## src/rtl/moore_seq_pkg.sv

```systemverilog
// Shared types and sizes for the Moore serial pattern generator.
package moore_seq_pkg;

    localparam int unsigned MAX_LEN = 8;
    localparam int unsigned PAT_W   = MAX_LEN;
    localparam int unsigned LEN_W   = 4;
    localparam int unsigned REPS_W  = 4;
    localparam int unsigned GAP_W   = 4;

    typedef enum logic [1:0] {
        IDLE = 2'd0,
        SEND = 2'd1,
        GAP  = 2'd2,
        DONE = 2'd3
    } state_e;

    // Request captured when a transfer is accepted
    typedef struct packed {
        logic [PAT_W-1:0] pattern;
        logic [LEN_W-1:0] len;
    } req_t;

    // A length is usable only in 1..MAX_LEN
    function automatic logic len_ok(input logic [LEN_W-1:0] len_i);
        return (len_i != '0) && (len_i <= LEN_W'(MAX_LEN));
    endfunction

endpackage

```

## src/rtl/seq_shift_reg.sv

```systemverilog
// Load/shift-left register; a loaded pattern is left-aligned so bit len-1
// lands in the top bit, which is then always the bit on the wire.
// Zero fill means the register drains to 0 after the last bit.
module seq_shift_reg
    import moore_seq_pkg::*;
(
    input  logic             clk,
    input  logic             rst,
    input  logic             load_i,
    input  logic             shift_i,
    input  logic [PAT_W-1:0] data_i,
    input  logic [LEN_W-1:0] len_i,
    output logic             msb_o
);

    logic [PAT_W-1:0] sh_q;
    logic [PAT_W-1:0] sh_d;
    logic [LEN_W-1:0] align;

    // Next value: aligned load has priority over a single-bit shift
    always_comb begin
        align = LEN_W'(MAX_LEN) - len_i;
        sh_d  = sh_q;
        if (load_i) begin
            sh_d = data_i << align;
        end else if (shift_i) begin
            sh_d = {sh_q[PAT_W-2:0], 1'b0};
        end
    end

    // Register with asynchronous clear
    always_ff @(posedge clk or posedge rst) begin
        if (rst) begin
            sh_q <= '0;
        end else begin
            sh_q <= sh_d;
        end
    end

    assign msb_o = sh_q[PAT_W-1];

endmodule

```

## src/rtl/moore_seq_gen.sv

```systemverilog
// Moore serial pattern generator: sends an MSB-first pattern reps+1 times,
// optionally separated by GAP_CYCLES idle cycles, then pulses done.
module moore_seq_gen
    import moore_seq_pkg::*;
#(
    parameter int unsigned GAP_CYCLES = 0
) (
    input  logic              clk,
    input  logic              rst,
    input  logic              start,
    input  logic [PAT_W-1:0]  pattern,
    input  logic [LEN_W-1:0]  len,
    input  logic [REPS_W-1:0] reps,
    output logic              dout,
    output logic              dvalid,
    output logic              busy,
    output logic              done
);

    state_e            state_q, state_d;
    req_t              cfg_q, cfg_d;
    logic [LEN_W-1:0]  bit_cnt_q, bit_cnt_d;
    logic [REPS_W-1:0] rep_cnt_q, rep_cnt_d;
    logic [GAP_W-1:0]  gap_cnt_q, gap_cnt_d;
    logic              dvalid_q, dvalid_d;
    logic              busy_q, busy_d;
    logic              done_q, done_d;

    logic              sh_load;
    logic              sh_shift;
    logic [PAT_W-1:0]  sh_data;
    logic [LEN_W-1:0]  sh_len;
    logic              sh_msb;

    seq_shift_reg u_shift (
        .clk     (clk),
        .rst     (rst),
        .load_i  (sh_load),
        .shift_i (sh_shift),
        .data_i  (sh_data),
        .len_i   (sh_len),
        .msb_o   (sh_msb)
    );

    // Next-state, counter and shifter-control logic; flags follow next state
    always_comb begin
        state_d   = state_q;
        cfg_d     = cfg_q;
        bit_cnt_d = bit_cnt_q;
        rep_cnt_d = rep_cnt_q;
        gap_cnt_d = gap_cnt_q;
        sh_load   = 1'b0;
        sh_shift  = 1'b0;
        sh_data   = cfg_q.pattern;
        sh_len    = cfg_q.len;

        case (state_q)
            IDLE: begin
                if (start && len_ok(len)) begin
                    state_d       = SEND;
                    cfg_d.pattern = pattern;
                    cfg_d.len     = len;
                    bit_cnt_d     = len - LEN_W'(1);
                    rep_cnt_d     = reps;
                    sh_load       = 1'b1;
                    sh_data       = pattern;
                    sh_len        = len;
                end
            end
            SEND: begin
                if (bit_cnt_q == '0) begin
                    if (rep_cnt_q == '0) begin
                        state_d  = DONE;
                        sh_shift = 1'b1;
                    end else begin
                        rep_cnt_d = rep_cnt_q - REPS_W'(1);
                        if (GAP_CYCLES > 0) begin
                            state_d   = GAP;
                            gap_cnt_d = GAP_W'(GAP_CYCLES - 1);
                            sh_shift  = 1'b1;
                        end else begin
                            bit_cnt_d = cfg_q.len - LEN_W'(1);
                            sh_load   = 1'b1;
                        end
                    end
                end else begin
                    bit_cnt_d = bit_cnt_q - LEN_W'(1);
                    sh_shift  = 1'b1;
                end
            end
            GAP: begin
                if (gap_cnt_q == '0) begin
                    state_d   = SEND;
                    bit_cnt_d = cfg_q.len - LEN_W'(1);
                    sh_load   = 1'b1;
                end else begin
                    gap_cnt_d = gap_cnt_q - GAP_W'(1);
                end
            end
            DONE: begin
                state_d = IDLE;
            end
            default: begin
                state_d = IDLE;
            end
        endcase

        dvalid_d = (state_d == SEND);
        busy_d   = (state_d == SEND) || (state_d == GAP);
        done_d   = (state_d == DONE);
    end

    // State, counters, latched request and output flags
    always_ff @(posedge clk or posedge rst) begin
        if (rst) begin
            state_q   <= IDLE;
            cfg_q     <= '0;
            bit_cnt_q <= '0;
            rep_cnt_q <= '0;
            gap_cnt_q <= '0;
            dvalid_q  <= 1'b0;
            busy_q    <= 1'b0;
            done_q    <= 1'b0;
        end else begin
            state_q   <= state_d;
            cfg_q     <= cfg_d;
            bit_cnt_q <= bit_cnt_d;
            rep_cnt_q <= rep_cnt_d;
            gap_cnt_q <= gap_cnt_d;
            dvalid_q  <= dvalid_d;
            busy_q    <= busy_d;
            done_q    <= done_d;
        end
    end

    assign dout   = sh_msb;
    assign dvalid = dvalid_q;
    assign busy   = busy_q;
    assign done   = done_q;

endmodule
```

## config.mk

```make
export PLATFORM = sky130hd
export DESIGN_NAME = moore_seq_gen
export DESIGN_NICKNAME = d
export VERILOG_FILES = /design/src/rtl/moore_seq_pkg.sv /design/src/rtl/seq_shift_reg.sv /design/src/rtl/moore_seq_gen.sv
export SDC_FILE = /design/constraint.sdc
export NUM_CORES = 1
export LEC_CHECK = 0
export ABC_AREA = 1
export CELL_PAD_IN_SITES_DETAIL_PLACEMENT = 0
export CELL_PAD_IN_SITES_GLOBAL_PLACEMENT = 1
export CORE_ASPECT_RATIO = 0.75
export CORE_MARGIN = 8
export CORE_UTILIZATION = 38
export DETAILED_ROUTE_END_ITERATION = 12
export PLACE_DENSITY = 0.86
export SLEW_MARGIN = 10
export SYNTH_ARGS = -nofsm -noshare
export SYNTH_HDL_FRONTEND = slang
export SYNTH_SLANG_ARGS = --single-unit
```

## constraint.sdc

```tcl
create_clock -name clk -period 2.1 [get_ports clk]
set_input_delay 0.21 -clock clk [delete_from_list [all_inputs] [get_ports clk]]
set_output_delay 0.21 -clock clk [all_outputs]
set_load 0.05 [all_outputs]
```

==> flow_summary.ini <==
[die]
coreArea_um2 = 6260
die_x_um = 109
core.rowCount = 25
initial_core_util_pct = 39.0
pin_count = 23
die_area_um2 = 9280
die_h_um = 85.4

[timing]
period_share_pct = 94.8
finalHoldViolCount = 0
fmax_ghz = 0.502
finalHoldWorstSlack_ps = 322
timing.clock.skew_ps = 7.00
drv_slew = 0
slew_headroom_pct = 66.2
setup_viol = 0
period_minus_slack_ps = 1990
rsz0062_at_grt = false
worstMarginPinSlew_ps = 505

[route]
wl_per_cell_um = 12.1
antenna_left = 0
wirelength_mm = 5.53
first_pass_iters = 4
viasPerCell = 4.82
drt_iter0_drc = 162
drc = 0
vias = 2203

[clock_network]
clkTransAtPathRegs_ps = 80
cts_tree = yes
cts_buffers = 5
cts_hold_buffers = 0
worstSkewPairLatency_ps = 290
cts_root_buf = clkbuf_8
htreeDepth = 2
clock_path_buffers = 2
clock_sinks = 37

[logic_synthesis]
yosysMostFrequentCell = nand2_1
yosys_warnings = 0
synth_top_area_share_pct = 37.9
ys.flop_type = dfrtp_1
synthCells = 319
ys_seq_elements = 37
synth_cell_types = 38
yosysSeqAreaShare_pct = 37.9
synth.net_count = 350
async_flop_share_pct = 100
synth.avg_cell_area_um2 = 7.66
netlist_area_um2 = 2440
synth.area.top_cells = dfrtp_1, nand2_1, inv_1, ha_1, nand3_1
synth_area_leader_cell = dfrtp_1
synth_edf_count = 0
synthTopCellsByCount = nand2_1, inv_1, dfrtp_1, nand3_1, o21ai_0

[final_layout]
nets = 406
drive_gt1_share_pct = 21.8
final_cells = 457
nFillCells = 593
area.sequential_um2 = 926
multiInputGateArea_um2 = 1340
post-route-util_pct = 51.1
syn_to_final_growth_pct = 30.8
n_antenna_cell = 0

[placed_design]
post-dp-hpwl_mm = 4.15
io_buffers = 22
gp_congestion = 0.838
dp_cells = 446

[worst_setup_path]
rrSetupSlack_ps = 110
crit_type = in2reg
cp-start-kind = input pin
timing.rr.end = dvalid
crit_start = len[0]
arrival_ps = 2200
crit_end = u_shift.sh_q[4]
rr_startpoint = bit_cnt_q[0]
crit_fanout = 8
rr_worst_depth = 11
required_ps = 2310
end_kind = flop

[power]
ir_worst_vdd_v = 0.000514
p_per_area_nw_per_um2 = 1530
fin_total_pwr_mw = 4.88
p_leak_nw = 1.58

[min_path]
hold_path.class = in2async

[global_routing]
grt_antenna_before_repair = 0
grt.total_usage_pct = 12.8
grt_pass1_vias = 2165
globalRouteOverflowTotal = 0
grt_max_degree = 38
grt_pass1_wl_mm = 9.71

[run]
drv_cap = 0

[run_status]
status = completed
how the worst min path moves through the flow:
stage,end,from,cells past startpoint
final,busy,rst,3
after global routing,busy,rst,3
after CTS,busy,rst,3
after detailed placement,gap_cnt_q[3],gap_cnt_q[3],1
after global placement,gap_cnt_q[3],gap_cnt_q[3],1
after floorplan,rep_cnt_q[1],reps[1],2
kinds of logic after synthesis:
logic type                 count (synthesis)  share of synthesized area (%)
and+or+nand+nor                          143                           28.4
buffers and inverters                     64                           10.8
AOI/OAI and AO/OA                         55                           13.5
DFF                                       37                           37.9
adders and majority gates                 12                           6.15
xor gates and xnor gates                   8                           3.18
layout by cell type (no fill, tap or decap), types with 2 or more instances in the layout:
cell / netlist / routed
a21oi_1: 10 / 9
nor2_1: 20 / 18
a21oi_4: 1 / 2
o211ai_1: 2 / 2
inv_2: 2 / 7
clkbuf_8: 0 / 5
inv_1: 55 / 50
dfrtp_1: 37 / 37
nand2_2: 6 / 10
clkdlybuf4s50_1: 0 / 21
ha_1: 12 / 8
ha_4: 0 / 3
o21ai_0: 27 / 26
nand2_1: 67 / 61
nand2_4: 0 / 2
nand4_1: 10 / 10
o21ai_1: 1 / 2
xnor2_1: 3 / 3
nor4_1: 2 / 2
bufinv_16: 0 / 2
a31oi_1: 3 / 3
o22ai_1: 2 / 2
xor2_1: 4 / 4
nand3_1: 29 / 29
buf_4: 0 / 31
nor2_4: 1 / 2
buf_6: 3 / 2
a21oi_2: 4 / 4
nor2_2: 2 / 3
layer usage:
layer / vias to the layer above / global-route usage [%] / part of all wire (%)
met3: 7 / 3.48 / 7.5
met1: 983 / 17.7 / 51
met5: - / 0 / 0
met2: 64 / 18.5 / 40
met4: 0 / 4.83 / 1.5
li1: 1149 / - / -
stage by stage:
step | worst slack, ps | TNS (ps) | cell area [µm²]
6_report | 109 | 0 | 3200
5_1_grt | 3.80 | 0 | 3200
4_1_cts | 4.98 | 0 | 3100
3_5_place_dp | -374 | -3190 | 2960
3_3_place_gp | -326 | -2740 | 2960
2_1_floorplan | 21.9 | 0 | 2460
power by group:
part / switching [mW] / internal (mW) / leakage [nW] / total (mW)
clock: 0.261 / 0.472 / 0.0681 / 0.733
sequential: 0.123 / 1.02 / 0.441 / 1.14
combinational: 1.79 / 1.21 / 1.07 / 3.01
critical path, stage by stage:
cell	delay (ps)
clkdlybuf4s50_1	490
inv_2	60
ha_4	180
a21oi_4	140
buf_4	140
nand4_2	70
nand2_2	100
ha_4	130
inv_2	40
xor2_2	160
buf_4	160
nand3_1	90
nand3_1	70
a21oi_1	140
registers in the layout, summed over array words and instances (netlist names):
name          flops
gap_cnt_q         4
busy              1
cfg_q            12
state_q           2
bit_cnt_q         4
dvalid            1
rep_cnt_q         4
u_shift.sh_q      8
done              1
final cells by class:
cell class,count,share of cell area [%]
flip-flops and latches,37,29.0
clock inverters,3,2.04
inverters,58,6.81
multi-input cells,218,41.9
well taps,81,3.17
repair buffers,55,15.0
clock buffers,5,2.15
timing repair:
| item | CTS | global route |
|---|---|---|
| endpoints found under the setup margin | 6 | 9 |
| setup buffers | 0 | 3 |
| pin swaps | 0 | 5 |
| hold endpoints to repair | 0 | 0 |
| gates resized for setup | 3 | 23 |
No activity file was read; power rests on OpenSTA's default activity.
